[config.mk]
export PLATFORM = sky130hd
export DESIGN_NAME = switch_debouncer_flat
export DESIGN_NICKNAME = d
export VERILOG_FILES = /design/src/rtl/switch_debouncer_pkg.sv /design/src/rtl/switch_debouncer_if.sv /design/src/rtl/switch_debouncer_channel.sv /design/src/rtl/switch_debouncer.sv /design/src/flat_wrapper.sv
export SDC_FILE = /design/constraint.sdc
export NUM_CORES = 1
export LEC_CHECK = 0
export BUFFER_PORTS_ARGS = -buffer_cell sky130_fd_sc_hd__buf_2
export CORE_MARGIN = 4
export CORE_UTILIZATION = 40
export CTS_BUF_LIST = sky130_fd_sc_hd__clkbuf_8
export DETAILED_ROUTE_END_ITERATION = 12
export GPL_TIMING_DRIVEN = 0
export PLACE_DENSITY_LB_ADDON = 0.12
export SKIP_CTS_REPAIR_TIMING = 1
export SLEW_MARGIN = 20
export SYNTH_ARGS = -nofsm -noshare
export SYNTH_HDL_FRONTEND = slang
export SYNTH_SLANG_ARGS = --single-unit
export TNS_END_PERCENT = 5
[constraint.sdc]
create_clock -name clk -period 5.6 [get_ports clk]
set_input_delay 1.12 -clock clk [delete_from_list [all_inputs] [get_ports clk]]
set_output_delay 1.12 -clock clk [all_outputs]
set_load 0.02 [all_outputs]
[src/rtl/switch_debouncer_pkg.sv]
// Shared constants for the switch debouncer: board clock and debounce
// window, plus the counter-width helper used by each channel.
// Optional feature macro: SWITCH_DEBOUNCER_EDGE_EN (edge-pulse outputs).
package debounce_pkg;

    localparam int CLK_FREQ_HZ     = 50000000;
    localparam int DEBOUNCE_MS     = 10;
    localparam int DEFAULT_CNT_MAX = (CLK_FREQ_HZ / 1000) * DEBOUNCE_MS;

    // Bits needed to hold values 0..cnt_max
    function automatic int cnt_width(input int cnt_max);
        return $clog2(cnt_max + 1);
    endfunction

endpackage

[src/rtl/switch_debouncer_if.sv]
// Switch bundle: raw levels in, debounced level and edge pulses out.
// Optional feature macro: SWITCH_DEBOUNCER_EDGE_EN (edge-pulse outputs).
interface switch_debouncer_if #(
    parameter int WIDTH = 2
);
    logic [WIDTH-1:0] sw_raw;
    logic [WIDTH-1:0] sw_stable;
    logic [WIDTH-1:0] sw_rise;
    logic [WIDTH-1:0] sw_fall;

    // Board / stimulus side: drives raw levels, consumes clean outputs
    modport master (
        output sw_raw,
        input  sw_stable,
        input  sw_rise,
        input  sw_fall
    );

    // Debouncer side
    modport slave (
        input  sw_raw,
        output sw_stable,
        output sw_rise,
        output sw_fall
    );
endinterface

[src/rtl/switch_debouncer_channel.sv]
// Single-bit debounce channel: 2-flop synchroniser, stability counter,
// stable level register and registered edge pulses.
// Optional feature macro: SWITCH_DEBOUNCER_EDGE_EN; when undefined the
// edge registers are not built and rise_o/fall_o are tied low.
module debounce_channel
    import debounce_pkg::*;
#(
    parameter int CNT_MAX = DEFAULT_CNT_MAX
) (
    input  logic clk,
    input  logic resetn,
    input  logic raw_i,
    output logic stable_o,
    output logic rise_o,
    output logic fall_o
);

    localparam int CNT_W = cnt_width(CNT_MAX);
    localparam logic [CNT_W-1:0] CNT_LAST = CNT_W'(CNT_MAX - 1);

    logic             sync1_q;
    logic             sync2_q;
    logic             stable_q;
    logic             stable_d;
    logic [CNT_W-1:0] cnt_q;
    logic [CNT_W-1:0] cnt_d;
    logic             accept;

    // Two-flop synchroniser; only sync2_q is used downstream
    always_ff @(posedge clk or negedge resetn) begin
        if (!resetn) begin
            sync1_q <= 1'b0;
            sync2_q <= 1'b0;
        end else begin
            sync1_q <= raw_i;
            sync2_q <= sync1_q;
        end
    end

    // Count consecutive cycles of disagreement; any agreement restarts it
    always_comb begin
        cnt_d    = '0;
        stable_d = stable_q;
        accept   = 1'b0;
        if (sync2_q != stable_q) begin
            if (cnt_q == CNT_LAST) begin
                stable_d = sync2_q;
                accept   = 1'b1;
            end else begin
                cnt_d = cnt_q + CNT_W'(1);
            end
        end
    end

    // Counter and accepted level
    always_ff @(posedge clk or negedge resetn) begin
        if (!resetn) begin
            cnt_q    <= '0;
            stable_q <= 1'b0;
        end else begin
            cnt_q    <= cnt_d;
            stable_q <= stable_d;
        end
    end

    assign stable_o = stable_q;

`ifdef SWITCH_DEBOUNCER_EDGE_EN
    logic rise_q;
    logic fall_q;

    // Pulses align with the cycle in which stable_q takes its new value
    always_ff @(posedge clk or negedge resetn) begin
        if (!resetn) begin
            rise_q <= 1'b0;
            fall_q <= 1'b0;
        end else begin
            rise_q <= accept &  sync2_q;
            fall_q <= accept & ~sync2_q;
        end
    end

    assign rise_o = rise_q;
    assign fall_o = fall_q;
`else
    assign rise_o = 1'b0;
    assign fall_o = 1'b0;
`endif

endmodule

[src/rtl/switch_debouncer.sv]
// Switch debouncer top: WIDTH independent debounce channels behind the
// switch_debouncer_if bundle.
// Optional feature macro: SWITCH_DEBOUNCER_EDGE_EN (edge-pulse outputs;
// when undefined sw_rise/sw_fall are constant 0).
module switch_debouncer
    import debounce_pkg::*;
#(
    parameter int WIDTH   = 2,
    parameter int CNT_MAX = DEFAULT_CNT_MAX
) (
    input  logic                  clk,
    input  logic                  resetn,
    switch_debouncer_if.slave     sw
);

    logic [WIDTH-1:0] stable_w;
    logic [WIDTH-1:0] rise_w;
    logic [WIDTH-1:0] fall_w;

    for (genvar i = 0; i < WIDTH; i++) begin : g_ch
        debounce_channel #(
            .CNT_MAX (CNT_MAX)
        ) u_ch (
            .clk      (clk),
            .resetn   (resetn),
            .raw_i    (sw.sw_raw[i]),
            .stable_o (stable_w[i]),
            .rise_o   (rise_w[i]),
            .fall_o   (fall_w[i])
        );
    end

    assign sw.sw_stable = stable_w;
    assign sw.sw_rise   = rise_w;
    assign sw.sw_fall   = fall_w;

endmodule

[src/flat_wrapper.sv]
// flat-port wrapper written by rule: the top's interface ports become plain ports
module switch_debouncer_flat import debounce_pkg::*;
#(
    parameter int WIDTH   = 2,
    parameter int CNT_MAX = DEFAULT_CNT_MAX
)
  (clk, resetn, sw_sw_raw, sw_sw_stable, sw_sw_rise, sw_sw_fall);
  switch_debouncer_if #(.WIDTH(WIDTH)) sw_i ();
  input  logic clk;
  input  logic resetn;
  input wire logic [$bits(sw_i.sw_raw)-1:0] sw_sw_raw;
  output wire logic [$bits(sw_i.sw_stable)-1:0] sw_sw_stable;
  output wire logic [$bits(sw_i.sw_rise)-1:0] sw_sw_rise;
  output wire logic [$bits(sw_i.sw_fall)-1:0] sw_sw_fall;
  assign sw_i.sw_raw = sw_sw_raw;
  assign sw_sw_stable = sw_i.sw_stable;
  assign sw_sw_rise = sw_i.sw_rise;
  assign sw_sw_fall = sw_i.sw_fall;
  switch_debouncer #(.WIDTH(WIDTH), .CNT_MAX(CNT_MAX)) u_core (.clk(clk), .resetn(resetn), .sw(sw_i));
endmodule
; ---- Word level (Yosys, flattened, before mapping)
; Cells that the tools add are included.
[word_totals]
in_bits = 4
wordCells = 20
n_memories = 0
latch_bits = 0
rom_bits = 0
output_inout_bits = 6
ramBits = 0
reg_bits = 44
[classes]
reduce_logical = 2
n_lt_le_gt_ge = 0
mul = 0
eq_ne = 4
bitwise_logic = 0
addsub = 2
mux = 4
shift = 0
div_mod_pow = 0
[ops]
columns = operator, n
row1 = $mux 19, 4
row2 = $add 19x1->19 const B, 2
row3 = $eq 19x19->1 const B, 2
row4 = $reduce_and 2->1, 2
row5 = $ne 1x1->1, 2

; ---- Depth between registers and ports, before layout
[depth]
depth_word = 3
mapped_depth = 6
mapped_depth_nobuf = 5

; ---- Hierarchy
; From an unflattened synthesis, not the netlist that was laid out.
[unflattened]
hier_cells = 216
hier_area_um2 = 2197.1
[modules_own_cells]
columns = mod, cells_each, instances, area_each_um2
row1 = debounce_channel, 108, 2, 1098.6

; ---- Worst setup path after synthesis
; OpenSTA, ideal clock, no wires.
[synth_timing]
path_type = reg2reg
from = register u_core.g_ch[1].u_ch.cnt_q[12]
to = register u_core.g_ch[1].u_ch.cnt_q[10]
required_time_ps = 5481
path_slack_ps = 3841
t_arrival_ps = 1640
period_less_slack_ps = 1759
stages_incl_launch_ff = 6
path_buffers = 1
path_cell_list = dfrtp_1 nor4_1 nand4_1 o41ai_4 buf_6 nor2_1
[synth_between]
elab_chain_len = 3
[synth_lines]
columns = element, line_no
row1 = from (decl), switch_debouncer_channel.sv:25  ; logic [CNT_W-1:0] cnt_q;
row2 = from (signal assigned), switch_debouncer_channel.sv:61  ; cnt_q <= cnt_d;
row3 = $eq 19x19->1, switch_debouncer_channel.sv:46  ; if (cnt_q == CNT_LAST) begin
row4 = $mux 19, switch_debouncer_channel.sv:46
row5 = $mux 19, switch_debouncer_channel.sv:45  ; if (sync2_q != stable_q) begin
row6 = net u_core.g_ch[1].u_ch.cnt_d[10], switch_debouncer_channel.sv:26  ; logic [CNT_W-1:0] cnt_d;
; The timed path passes the listed nets, and every way through them passes these cells.
; A chain may end at the register's enable or synchronous reset.

; ---- Final worst setup path
[layout_timing]
from = register u_core.g_ch[0].u_ch.stable_q
to = output sw_sw_stable[0]
[layout_rtl]
columns = element, line_no
row1 = from (decl), switch_debouncer_channel.sv:23  ; logic stable_q;
row2 = from (signal assigned), switch_debouncer_channel.sv:62  ; stable_q <= stable_d;
row3 = to (decl), flat_wrapper.sv:12  ; output wire logic [$bits(sw_i.sw_stable)-1:0] sw_sw_stable;
; No word-level cell between the ends.

==> impl_metrics.csv <==
group,metric,value,unit
place,placed_area,2308,µm²
die,die_w,81.90,µm
clocking,htree_levels,2,
timing,rsz0062_at_grt,"no",
timing,slew-limit-headroom,0.5862,
critical_path,startpoint_type,"flop",
power_and_ir_drop,power.internal,462.7,µW
place,place.gp.congestion,0.7934,
clocking,root_buffer,"clkbuf_8",
die,rows,26,
layout,ff_latch_area,1101,µm²
detailed_routing,antenna_left,0,
layout,multi_input_area,993.5,µm²
layout,area_delta_synth_final,10.88,%
synthesis,synth_top_area_cell,"dfrtp_1",
critical_path,critPathSlowestCell,"dfrtp_1",
critical_path,worstPathRequired,4.48,ns
layout,drive_gt1_frac,0.1239,
critical_path,crit_type,"reg -> out",
power_and_ir_drop,totalPowerFinal,597.5,µW
synthesis,synth_area_leaders,"dfrtp_1, xnor2_1, nor2_1",
place,dpl.hpwl,2.753,mm
detailed_routing,drt-initial-drc-count,77,
detailed_routing,routed_wl,4.097,mm
die,floorplan.initialDensity,0.4197,
power_and_ir_drop,pwr_density_cell,246.7,nW/µm²
synthesis,async_flop_share,1.000,
synthesis,synth_cell_types,37,
clocking,cts_tree,"built",
layout,n_antenna_cell,0,
global_route,grtUsageTotal,0.1399,
global_route,grt_pass1_wl,7.189,mm
synthesis,syn_avg_cell_area,10.02,µm²
global_route,met3_usage,0.03509,
power_and_ir_drop,leakage,0.0009907,µW
critical_path,crit_buf_inv,2,
critical_path,cp.arrival,1.01,ns
detailed_routing,wl_per_cell,13.48,µm
global_route,antenna_found_initial,0,
synthesis,synth.ff_latch_count,44,
die,ios,10,
timing,fmax,469.1,MHz
place,place_inst,296,
synthesis,synth_flop_cell,"dfrtp_1",
synthesis,synth.cell_area,2185,µm²
detailed_routing,num_vias,1539,
die,die_area,6708,µm²
global_route,grtUsageMet2,0.2254,
critical_path,crit_chain,"buf_4, buf_2",
detailed_routing,route.detailed.drc,0,
die,core,5205,µm²
power_and_ir_drop,netSwitchingFraction,0.2256,
timing,tightest_slew,0.6151,ns
global_route,grt-busiest-layer,"met2",
global_route,overflow,0,
critical_path,max_stage_delay,0.43,ns
timing,min_period,2.132,ns
timing,skew,0.003826,ns
timing,setup_viol,0,
layout,final_nets,239,
clocking,cts_buffers,5,
power_and_ir_drop,p_clk_frac,0.411,
critical_path,path_max_fanout,4,
power_and_ir_drop,ir_worst_vdd,0.0001713,V
timing,hold_viol_final,0,
timing,slew_violations,0,
clocking,insertion_delay,0.30,ns
die,die_y,81.90,µm
critical_path,critPathCaptureType,"output pin",
synthesis,synth_top_area_frac,0.5040,
detailed_routing,first_pass_iters,4,
layout,final_cell_area,2422,µm²
global_route,grtUsageMet1,0.1799,
global_route,grt_max_degree,45,
worst_hold_path,hp-class,"reg -> reg",
detailed_routing,via_per_inst,5.063,
power_and_ir_drop,seqPwrFrac,0.547,
synthesis,yosys_warnings,0,
place,portBuffers,5,
flow_run,drv_cap,0,
critical_path,r2r_slack,3.59,ns
layout,n_fill_cell,524,
timing,fin_tns_setup,0,ns
power_and_ir_drop,combPwrFrac,0.042,
synthesis,synth_cells,218,
clocking,clk_pin_slew,0.08,ns
timing,period_share,0.3807,
global_route,grt_pass1_vias,1504,
clocking,cts_sinks,44,
clocking,clockBufferDepth,2,
run_status,status,"finished clean",
synthesis,synth_edf_count,0,
synthesis,seq_area_frac_synth,0.5040,
critical_path,crit_family,"flip-flops",
power_and_ir_drop,switching_power,134.8,µW
layout,stdcell_count,304,
## worst register-to-register path, stage by stage (launching register included)
cell and delay (ns):
dfrtp_1 0.43, nor4_1 0.28, nand4_1 0.22, o41ai_4 0.68, buf_6 0.23, nor2_1 0.06
## placed cells by master, fill, tap and decap left out, drive strengths merged, types with 2 or more instances in the layout
master,n
a21oi,5
and3,4
buf,13
clkbuf,7
conb,4
dfrtp,44
ha,2
inv,5
mux2,2
nand2,10
nand3,15
nand4,11
nor2,40
nor3,7
nor4,10
nor4b,2
o21ai,5
o41ai,2
or3,2
xnor2,24
xor2,7
## kinds of logic (layout without fill, tap and decap cells)
logic type      count (synthesis)  in the layout  share of synthesized area
mux                             3              3                    0.01489
xor+xnor                       31             31                     0.1243
fa+ha+maj                       2              2                    0.01145
buf+inv                        15             28                    0.04639
compound gates                 14             14                    0.04639
simple gates                  108            108                     0.2509
flops                          44             44                     0.5040
other cells                     1              4                   0.001717
## Yosys cell counts (2+ instances only)
cell      n
nor4_1   10
nand4_1  10
nand2_1  10
xnor2_1  24
and3_1    4
xor2_1    7
or3_1     2
o21ai_0   4
ha_1      2
nor3_1    7
nor4b_1   2
a21oi_1   5
buf_4     6
dfrtp_1  44
mux2_2    2
inv_1     5
nand3_1  15
nor2_1   40
## layout make-up
type / count / share of cell area
clock buffer: 5 / 0.02841
clock inverter: 3 / 0.01756
sequential: 44 / 0.4545
buffer: 10 / 0.03409
inverter: 5 / 0.007748
multi-input combinational: 162 / 0.4101
tap: 70 / 0.03616
timing repair buffer: 5 / 0.01136
## registers in the layout, indices dropped and copies added, names as in the netlist
register / flops
u_core.g_ch.u_ch.cnt_q: 38
u_core.g_ch.u_ch.stable_o: 2
u_core.g_ch.u_ch.sync1_q: 2
u_core.g_ch.u_ch.sync2_q: 2
## power by group through the flow
| stage | combinational (µW) | sequential, µW | clock [µW] |
|---|---|---|---|
| after floorplan | 15.6 | 332 | 0 |
| after CTS | 26.1 | 327 | 252 |
| after global routing | 29.5 | 328 | 266 |
| final | 25.4 | 327 | 245 |
| after global placement | 25.7 | 333 | 0 |
| after detailed placement | 26.1 | 333 | 0 |
## path summary, 6_finish.rpt
kind | start | end | depth (start not counted)
min reg2reg | u_core.g_ch[0].u_ch.sync1_q | u_core.g_ch[0].u_ch.sync2_q | 0
min in group asynchronous | resetn | u_core.g_ch[1].u_ch.cnt_q[8] | 1
max in group asynchronous | resetn | u_core.g_ch[0].u_ch.cnt_q[18] | 1
max | u_core.g_ch[0].u_ch.stable_o | sw_sw_stable[0] | 2
max reg2reg | u_core.g_ch[1].u_ch.cnt_q[12] | u_core.g_ch[1].u_ch.cnt_q[14] | 5
min | u_core.g_ch[0].u_ch.sync1_q | u_core.g_ch[0].u_ch.sync2_q | 0
## metrics by stage
step,utilization,hold WS (ns),setup slack [ns]
final,0.4654,0.3584,3.468
after global routing,0.4654,0.3667,3.321
after CTS,0.4649,0.3589,3.455
after detailed placement,0.4435,0.3389,3.569
after global placement,0.4435,0.3323,3.545
after floorplan,-,0.3312,3.841
## layer usage
layer  part of all wire  vias up
li1                   -      779
met1               0.47      729
met2               0.49       23
met3              0.029        8
met4              0.019        0
met5                  0        -
Power figures use the tool's default switching activity.
